File: src/rtl/sync_fifo_asymm_fwft.sv
`timescale 1ns / 1ps
`default_nettype none
// ============================================================================
// Module   : sync_fifo_asymm_fwft
// Purpose  : Single-clock FWFT FIFO converting between unequal write/read
//            widths (narrow->wide concat, wide->narrow split, or equal).
// Revision : 1.0 - initial release
// ============================================================================
module sync_fifo_asymm_fwft #(
    parameter int WR_WIDTH_BYTES = 1,
    parameter int RD_WIDTH_BYTES = 4,
    parameter int ADDR_WIDTH     = 4,
    parameter int RESERVE        = 0
) (
    input  logic                        clk,
    input  logic                        rst,
    input  logic                        wr_en,
    input  logic [8*WR_WIDTH_BYTES-1:0] wr_data,
    input  logic                        wr_last,
    output logic                        full,
    input  logic                        rd_en,
    output logic [8*RD_WIDTH_BYTES-1:0] rd_data,
    output logic [RD_WIDTH_BYTES-1:0]   rd_keep,
    output logic                        rd_last,
    output logic                        empty,
    output logic                        has_data,
    output logic [ADDR_WIDTH:0]         level
);

    localparam int c_DEPTH        = 2 ** ADDR_WIDTH;
    localparam int c_WIDE_BYTES   = (WR_WIDTH_BYTES > RD_WIDTH_BYTES) ? WR_WIDTH_BYTES : RD_WIDTH_BYTES;
    localparam int c_NARROW_BYTES = (WR_WIDTH_BYTES > RD_WIDTH_BYTES) ? RD_WIDTH_BYTES : WR_WIDTH_BYTES;
    localparam int c_RATIO        = c_WIDE_BYTES / c_NARROW_BYTES;
    localparam bit c_IS_CONCAT    = RD_WIDTH_BYTES > WR_WIDTH_BYTES;
    localparam bit c_IS_SPLIT     = WR_WIDTH_BYTES > RD_WIDTH_BYTES;
    localparam int c_WR_W         = 8 * WR_WIDTH_BYTES;
    localparam int c_RD_W         = 8 * RD_WIDTH_BYTES;
    localparam int c_WIDE_W       = 8 * c_WIDE_BYTES;
    localparam int c_LANES        = c_WIDE_W / c_WR_W;
    localparam int c_SLICES       = c_WIDE_W / c_RD_W;
    localparam int c_IDX_W        = (c_RATIO > 1) ? $clog2(c_RATIO) : 1;

    localparam logic [c_IDX_W-1:0]  c_LANE_LAST  = c_IDX_W'(c_LANES - 1);
    localparam logic [c_IDX_W-1:0]  c_SLICE_LAST = c_IDX_W'(c_SLICES - 1);
    localparam logic [ADDR_WIDTH:0] c_DEPTH_L    = (ADDR_WIDTH + 1)'(c_DEPTH);
    localparam logic [ADDR_WIDTH:0] c_RESERVE_L  = (ADDR_WIDTH + 1)'(RESERVE);

    generate
        if ((WR_WIDTH_BYTES < 1) || (RD_WIDTH_BYTES < 1) ||
            ((c_WIDE_BYTES % c_NARROW_BYTES) != 0) || (c_RATIO > 16) ||
            ((c_RATIO & (c_RATIO - 1)) != 0)) begin : g_bad_ratio
            $error("sync_fifo_asymm_fwft: width ratio must be a power of 2 in 1..16");
        end
        if ((RESERVE < 0) || (RESERVE >= c_DEPTH)) begin : g_bad_reserve
            $error("sync_fifo_asymm_fwft: RESERVE must be in 0..DEPTH-1");
        end
    endgenerate

    // Storage is written only on commit; level alone decides validity, so no reset.
    logic [c_WIDE_W-1:0]       mem_data_q [c_DEPTH];
    logic [RD_WIDTH_BYTES-1:0] mem_keep_q [c_DEPTH];
    logic [c_DEPTH-1:0]        mem_last_q;

    logic [ADDR_WIDTH-1:0] wr_ptr_q, wr_ptr_d;
    logic [ADDR_WIDTH-1:0] rd_ptr_q, rd_ptr_d;
    logic [ADDR_WIDTH:0]   level_q, level_d;
    logic [c_IDX_W-1:0]    pack_idx_q, pack_idx_d;
    logic [c_IDX_W-1:0]    unpack_idx_q, unpack_idx_d;
    logic [c_WIDE_W-1:0]   pack_data_q, pack_data_d;

    logic                      w_wr_accept;
    logic                      w_rd_accept;
    logic                      w_commit;
    logic                      w_pop;
    logic [c_WIDE_W-1:0]       w_pack_next;
    logic [RD_WIDTH_BYTES-1:0] w_commit_keep;
    logic [c_WIDE_W-1:0]       w_head_data;

    always_comb begin
        full     = (c_DEPTH_L - level_q) <= c_RESERVE_L;
        empty    = (level_q == '0);
        has_data = !empty;
        level    = level_q;

        w_wr_accept = wr_en && !full;
        w_rd_accept = rd_en && !empty;

        // Split and equal modes have a single lane, so every write commits.
        w_pack_next = pack_data_q;
        for (int i = 0; i < c_LANES; i++) begin
            if (c_IDX_W'(i) == pack_idx_q) begin
                w_pack_next[i*c_WR_W +: c_WR_W] = wr_data;
            end
        end
        w_commit = w_wr_accept && ((pack_idx_q == c_LANE_LAST) || (c_IS_CONCAT && wr_last));

        for (int b = 0; b < RD_WIDTH_BYTES; b++) begin
            w_commit_keep[b] = ((b / WR_WIDTH_BYTES) <= int'(pack_idx_q));
        end

        w_pop = w_rd_accept && (unpack_idx_q == c_SLICE_LAST);

        wr_ptr_d     = wr_ptr_q;
        rd_ptr_d     = rd_ptr_q;
        pack_idx_d   = pack_idx_q;
        pack_data_d  = pack_data_q;
        unpack_idx_d = unpack_idx_q;

        if (w_wr_accept) begin
            if (w_commit) begin
                pack_idx_d  = '0;
                pack_data_d = '0;
                wr_ptr_d    = wr_ptr_q + ADDR_WIDTH'(1);
            end else begin
                pack_idx_d  = pack_idx_q + c_IDX_W'(1);
                pack_data_d = w_pack_next;
            end
        end

        if (w_rd_accept) begin
            if (w_pop) begin
                unpack_idx_d = '0;
                rd_ptr_d     = rd_ptr_q + ADDR_WIDTH'(1);
            end else begin
                unpack_idx_d = unpack_idx_q + c_IDX_W'(1);
            end
        end

        level_d = level_q + (ADDR_WIDTH + 1)'(w_commit) - (ADDR_WIDTH + 1)'(w_pop);
    end

    always_comb begin
        w_head_data = mem_data_q[rd_ptr_q];
        rd_data     = '0;
        for (int s = 0; s < c_SLICES; s++) begin
            if (c_IDX_W'(s) == unpack_idx_q) begin
                rd_data = w_head_data[s*c_RD_W +: c_RD_W];
            end
        end
        rd_keep = empty ? '0 : mem_keep_q[rd_ptr_q];
        rd_last = !empty && (c_IS_SPLIT ? (unpack_idx_q == c_SLICE_LAST) : mem_last_q[rd_ptr_q]);
    end

    always_ff @(posedge clk) begin
        if (w_commit) begin
            mem_data_q[wr_ptr_q] <= w_pack_next;
            mem_keep_q[wr_ptr_q] <= w_commit_keep;
            mem_last_q[wr_ptr_q] <= c_IS_CONCAT ? wr_last : 1'b1;
        end
    end

    always_ff @(posedge clk) begin
        if (rst) begin
            wr_ptr_q     <= '0;
            rd_ptr_q     <= '0;
            level_q      <= '0;
            pack_idx_q   <= '0;
            pack_data_q  <= '0;
            unpack_idx_q <= '0;
        end else begin
            wr_ptr_q     <= wr_ptr_d;
            rd_ptr_q     <= rd_ptr_d;
            level_q      <= level_d;
            pack_idx_q   <= pack_idx_d;
            pack_data_q  <= pack_data_d;
            unpack_idx_q <= unpack_idx_d;
        end
    end

endmodule
`default_nettype wire

File: config.mk
export PLATFORM = sky130hd
export DESIGN_NAME = sync_fifo_asymm_fwft
export DESIGN_NICKNAME = d
export VERILOG_FILES = /design/src/rtl/sync_fifo_asymm_fwft.sv
export SDC_FILE = /design/constraint.sdc
export NUM_CORES = 1
export LEC_CHECK = 0
export BUFFER_PORTS_ARGS = -buffer_cell sky130_fd_sc_hd__buf_2
export CELL_PAD_IN_SITES_DETAIL_PLACEMENT = 1
export CELL_PAD_IN_SITES_GLOBAL_PLACEMENT = 2
export CORE_MARGIN = 8
export CORE_UTILIZATION = 40
export CTS_CLUSTER_DIAMETER = 80
export DETAILED_ROUTE_END_ITERATION = 8
export GPL_TIMING_DRIVEN = 0
export PLACE_DENSITY = 0.75
export SETUP_SLACK_MARGIN = 0.3
export SLEW_MARGIN = 20
export SYNTH_ARGS = -nofsm -noshare
export SYNTH_HDL_FRONTEND = slang
export SYNTH_SLANG_ARGS = --single-unit
File: constraint.sdc
create_clock -name clk -period 5.07 [get_ports clk]
set_clock_uncertainty 0.05 [all_clocks]
set_input_delay 1.014 -clock clk [delete_from_list [all_inputs] [get_ports clk]]
set_output_delay 1.014 -clock clk [all_outputs]
set_load 0.01 [all_outputs]
Word-level counts from Yosys, hierarchy flattened
Memory sizes are Yosys's and may differ from the RTL's. A register that Yosys moved wholly into a read port is not among the register bits.
Cells that the tools add are included.
{"block": "op_classes", "n_reduce_logical": 14, "n_mux": 20, "multipliers": 0, "addsub": 7, "div_mod_pow": 0, "bitwise_logic": 0, "n_eq_ne": 4, "order_cmp": 7, "shift": 0}
{"op": "$mux 32", "n": 2}
{"op": "$mux 8", "n": 4}
{"op": "$mux 4", "n": 5}
{"op": "$bwmux 16", "n": 1}
{"op": "$lt 4x5->1 const B", "n": 2}
{"op": "$add 4x1->4 const B", "n": 2}
{"op": "$logic_and 1x1->1", "n": 6}
{"op": "$add 5x1->5", "n": 1}
{"op": "$le 5x1->1 const B", "n": 1}
{"op": "$logic_not 5->1", "n": 1}
{"op": "$sub 5x1->5", "n": 1}
{"op": "$sub 5x5->5 const A", "n": 1}
{"op": "$add 2x1->2 const B", "n": 2}
{"op": "$bmux 1 s4", "n": 1}
{"op": "$demux 1 s4", "n": 1}
{"op": "$eq 2x2->1 const A", "n": 2}
{"op": "$ge 4x1->1 const B", "n": 1}
{"op": "$le 2x2->1 const A", "n": 2}
{"op": "$logic_not 2->1", "n": 2}
{"op": "$mux 1", "n": 4}
{"op": "$mux 2", "n": 2}
{"op": "$reduce_and 2->1", "n": 2}
{"op": "$eq 1x2->1 const A", "n": 1}
{"op": "$eq 2x2->1 const B", "n": 1}
{"op": "3 further kinds", "n": 4}
{"block": "totals", "latch_bits": 0, "word_cells": 61, "mem_count": 2, "mem_bits_ro": 0, "out_inout_bits": 45, "mem_bits_rw": 560, "reg_bits": 65}
{"memory": "mem_data_q", "words": 16, "word_bits": 32, "rd": 1, "rd_ports_with_merged_regs": 1, "wr": 1, "line": "60", "rtl": "logic [c_WIDE_W-1:0] mem_data_q [c_DEPTH];"}
{"memory": "mem_keep_q", "words": 16, "word_bits": 3, "rd": 1, "rd_ports_with_merged_regs": 1, "wr": 1, "line": "61", "rtl": "logic [RD_WIDTH_BYTES-1:0] mem_keep_q [c_DEPTH];"}

Depth between registers and ports, before layout
{"block": "depth", "depth_word": 7, "mapped_depth": 17, "ltp_nobuf": 16}

Worst setup path after synthesis
No wires, ideal clock.
{"block": "synth_path", "path_kind": "register to register", "startpoint": "register level_q[2] (netlist: level[2])", "endpoint": "memory mem_data_q[3][0] in the netlist's numbering, enable pin", "setup_slack_ps": 544, "synth_period_minus_slack_ps": 4526, "arrival_ps": 4002, "path_stages_with_launch": 8, "path_cell_list": "dfxtp_1 inv_1 ha_1 nor3b_1 ha_1 or4b_4 o2111ai_1 nor3_1"}
{"block": "synth_between", "elab_chain_cells": 7}
{"element": "start, declared", "line": "66", "rtl": "logic [ADDR_WIDTH:0] level_q, level_d;"}
{"element": "start signal, assigned", "line": "163", "rtl": "level_q <= level_d;"}
{"element": "$sub 5x5->5", "line": "80", "rtl": "full = (c_DEPTH_L - level_q) <= c_RESERVE_L;"}
{"element": "$le 5x1->1", "line": "80"}
{"element": "$logic_not 1->1", "line": "85", "rtl": "w_wr_accept = wr_en && !full;"}
{"element": "$logic_and 1x1->1", "line": "85"}
{"element": "$logic_and 1x1->1", "line": "95", "rtl": "w_commit = w_wr_accept && ((pack_idx_q == c_LANE_LAST) || (c_IS_CONCAT && wr_last));"}
{"element": "$mux 1", "line": "145", "rtl": "if (w_commit) begin"}
{"element": "$mux 1 (not written as such)", "line": "146", "rtl": "mem_data_q[wr_ptr_q] <= w_pack_next;"}
{"element": "end, declared", "line": "60"}
No other way between the ends.

Final worst setup path
{"block": "layout_path", "startpoint": "register unpack_idx_q[0]", "endpoint": "output rd_data[29]"}
{"block": "layout_between", "elab_chain_cells": 2}
{"element": "start, declared", "line": "68", "rtl": "logic [c_IDX_W-1:0] unpack_idx_q, unpack_idx_d;"}
{"element": "start signal, assigned", "line": "166", "rtl": "unpack_idx_q <= unpack_idx_d;"}
{"element": "$logic_not 2->1"}
{"element": "$mux 32", "line": "136", "rtl": "if (c_IDX_W'(s) == unpack_idx_q) begin"}
{"element": "end, declared", "line": "22", "rtl": "output logic [8*RD_WIDTH_BYTES-1:0] rd_data,"}
No other way between the ends.

==> flow_summary.toml <==
[outcome]
outcome = "completed"

[layout]
drive_gt1_share_pct = 16.3
fin_area_um2 = 28600
final_net_count = 1649
area_delta_synth_final_pct = 15.1
fillerInstances = 5900

[setup_path]
worstSetupPathType = "flop to output port"
cpMostUsedCell = "clkbuf_1"
crit_fanout = 10
worst-r2r-setup-slack_ns = 1.24
cp.required_ns = 4.01
worstRegToRegCells = 15
cp_slowest_stage_delay_ns = 0.81
end_kind = "output port"
critical_path.slowest_cell = "clkbuf_1"
r2r_end = "level[4]"
cp_cell_sequence = "inv_1 > ha_1 > nand2_1 > clkbuf_1 > clkbuf_1 > o22ai_1 > buf_2"
crit_arrival_ns = 3.49
crit_path_start_kind = "flop"
r2r_start = "pack_idx_q[1]"

[sta]
worst_pin_slew_ns = 1.08
final-max-slew-violation-count = 0
rsz0062_at_grt = "no"
setup_viol = 0
slew_headroom_pct = 28.1
timing.hold.ws_ns = 0.400
period_share_pct = 89.9
finalHoldViolCount = 0
max_freq_mhz = 219
min_period_ns = 4.56

[cts]
post_cts_buffers = 0
ctsHoldBuffers = 0
clock_path_buffers = 3
clk_latency_ns = 0.66
cts_tree = "yes"
post_cts_resized = 0
htreeDepth = 2
numClockSinks = 629
cts-root-buf = "clkbuf_16"
numCtsBuffers = 60
clk_pin_slew_ns = 0.07

[global_route]
grt_max_degree = 26
overflow = 0
grt_use_total_pct = 20.0
grt_pass1_wl_um = 102000
grt_pass1_vias = 14639
grt_antenna_before_repair = 1

[detailed_routing]
routed_wl_um = 71200
drc_errors = 0
drt_iter0_drc = 1211
firstDrtPassIters = 5
wl_per_cell_um = 28.4
dr_wl_met2_um = 34700
wl_met1_um = 30900
ant_nets = 0
via_count = 13935
avgViaCountPerCell = 5.56
top_layer_used = "met5"
met3_wirelength_um = 3700

[worst_hold_path]
hold_class = "flop to flop"
whs_endpoint = "pack_data_q[22]"
min-delay-start = "pack_data_q[22]"
hold_depth = 2

[place]
dpl.hpwl_um = 44700
postPlaceCellArea_um2 = 26700
numPortBuffers = 56
gp_congestion = 0.763

[logic_synthesis]
ys_seq_area_share_pct = 73.8
synthFlopType = "edfxtp_1"
ys_seq_elements = 629
synth_area_um2 = 24900
synth_common_cells = "576 x edfxtp_1, 266 x mux2i_1, 120 x a22oi_1"
synth_edf_count = 576
synth_cells = 1475
synth_async_sr_flop_share_pct = 0
synthesis.nets = 1508
synth_top_area_share_pct = 69.5
yosys.cell_count.top_type = "edfxtp_1"
synth.avg_cell_area_um2 = 16.9
synth.area.top_cells = "edfxtp_1 69%, mux2i_1 11%, dfxtp_1 4.3%"
synth_warnings = 0
synth_cell_types = 45
yosys.area.top_type = "edfxtp_1"

[power_and_ir_drop]
ir_drop_v = 0.000271
power.density_nw_per_um2 = 484
p_sw_share_pct = 30.1
p_int_mw = 9.69
power_frac_seq_pct = 42.9
pwr-share-clk_pct = 32.5
leakage_nw = 9.71
switchingPower_mw = 4.18
finalPower_mw = 13.9
comb_power_share_pct = 24.6

[floorplan]
dieArea_um2 = 70500
fp.dieW_um = 265
boundaryPins = 58
die_y_um = 265
floorplan.core_area_um2 = 61600
start_util_pct = 40.4
rows = 91

[flow_run]
max_cap_viol_count = 0
-- metal layers --
metal | GRT usage [%] | up-vias
li1 | - | 6074
met1 | 26.7 | 7342
met2 | 33.5 | 403
met3 | 3.28 | 114
met4 | 5.86 | 2
met5 | 0 | -
-- how the worst max path moves through the flow --
stage | start | endpoint
floorplan | level[2] | mem_data_q[3][0]
global placement | pack_idx_q[1] | mem_data_q[3][22]
detailed placement | unpack_idx_q[0] | rd_data[29]
CTS | unpack_idx_q[0] | rd_data[29]
global route | unpack_idx_q[0] | rd_data[29]
finish | unpack_idx_q[0] | rd_data[29]
-- metrics by stage --
step	setup TNS (ns)	std cells	setup slack [ns]	utilization, %
floorplan	0	1475	0.544	-
detailed placement	0	2391	1.18	43.3
global route	0	2504	0.392	46.5
global placement	-179.12	2368	-3.76	42.6
CTS	0	2504	0.488	46.5
finish	0	2505	0.513	46.5
-- final cells by class --
cell class                      count  area [µm²]  share of cell area (%)
Tap cell                          837        1050                    3.66
Sequential cell                   629       18400                    64.1
Clock buffer                       67        1530                    5.33
Multi-Input combinational cell    739        6060                    21.2
Buffer                             88         482                    1.68
Timing Repair Buffer               79         679                    2.37
Antenna cell                        1        2.50                 0.00874
Inverter                           19        71.3                   0.249
Clock inverter                     46         415                    1.45
-- cells in the final DEF, fill, tap and decap left out, types with 21 or more instances in the layout --
cell type	Yosys	layout
edfxtp_1	576	576
mux2i_1	266	266
a22oi_1	120	120
nand2_1	91	91
buf_2	16	72
clkbuf_16	0	60
dfxtp_1	53	53
clkbuf_1	45	51
mux2_2	32	32
a21oi_1	32	32
nand3_1	27	27
o22ai_1	25	25
buf_4	18	22
o21ai_0	21	21
clkinv_1	0	21
-- power groups by stage --
stage               clock network [mW]  logic, mW  registers, mW
finish                            4.50       3.41           5.95
global route                      4.74       3.66           5.96
CTS                               4.56       3.45           5.95
detailed placement                   0       3.43           6.06
global placement                     0       3.34           6.06
floorplan                            0       2.20           6.04
-- flip-flops by register name, summed over array words and instances (netlist names), named ones only --
signal / cells
wr_ptr_q: 4
level: 5
mem_last_q: 16
mem_data_q: 512
mem_keep_q: 48
unpack_idx_q: 2
rd_ptr_q: 4
pack_idx_q: 2
pack_data_q: 32
-- cells by family after synthesis --
logic type               Yosys count  synth area share, %
adder cells (fa/ha/maj)           20                 1.04
buffers and inverters            107                 2.22
AND/OR/NAND/NOR                  181                 3.37
multiplexers                     310                 13.2
flip-flops                       629                 73.8
XOR/XNOR                          10                0.352
AO/OA/AOI/OAI                    218                 6.03
-- critical path: cells and delay by family, from the launching register on --
| kind | cells | cell delay [ns] |
|---|---|---|
| adders and majority gates | 1 | 0.27 |
| AOI/OAI and AO/OA | 1 | 0.20 |
| and+or+nand+nor | 1 | 0.26 |
| DFF | 1 | 0.35 |
| buffers and inverters | 4 | 1.78 |
Note: power is estimated with default switching activity, not from simulation.
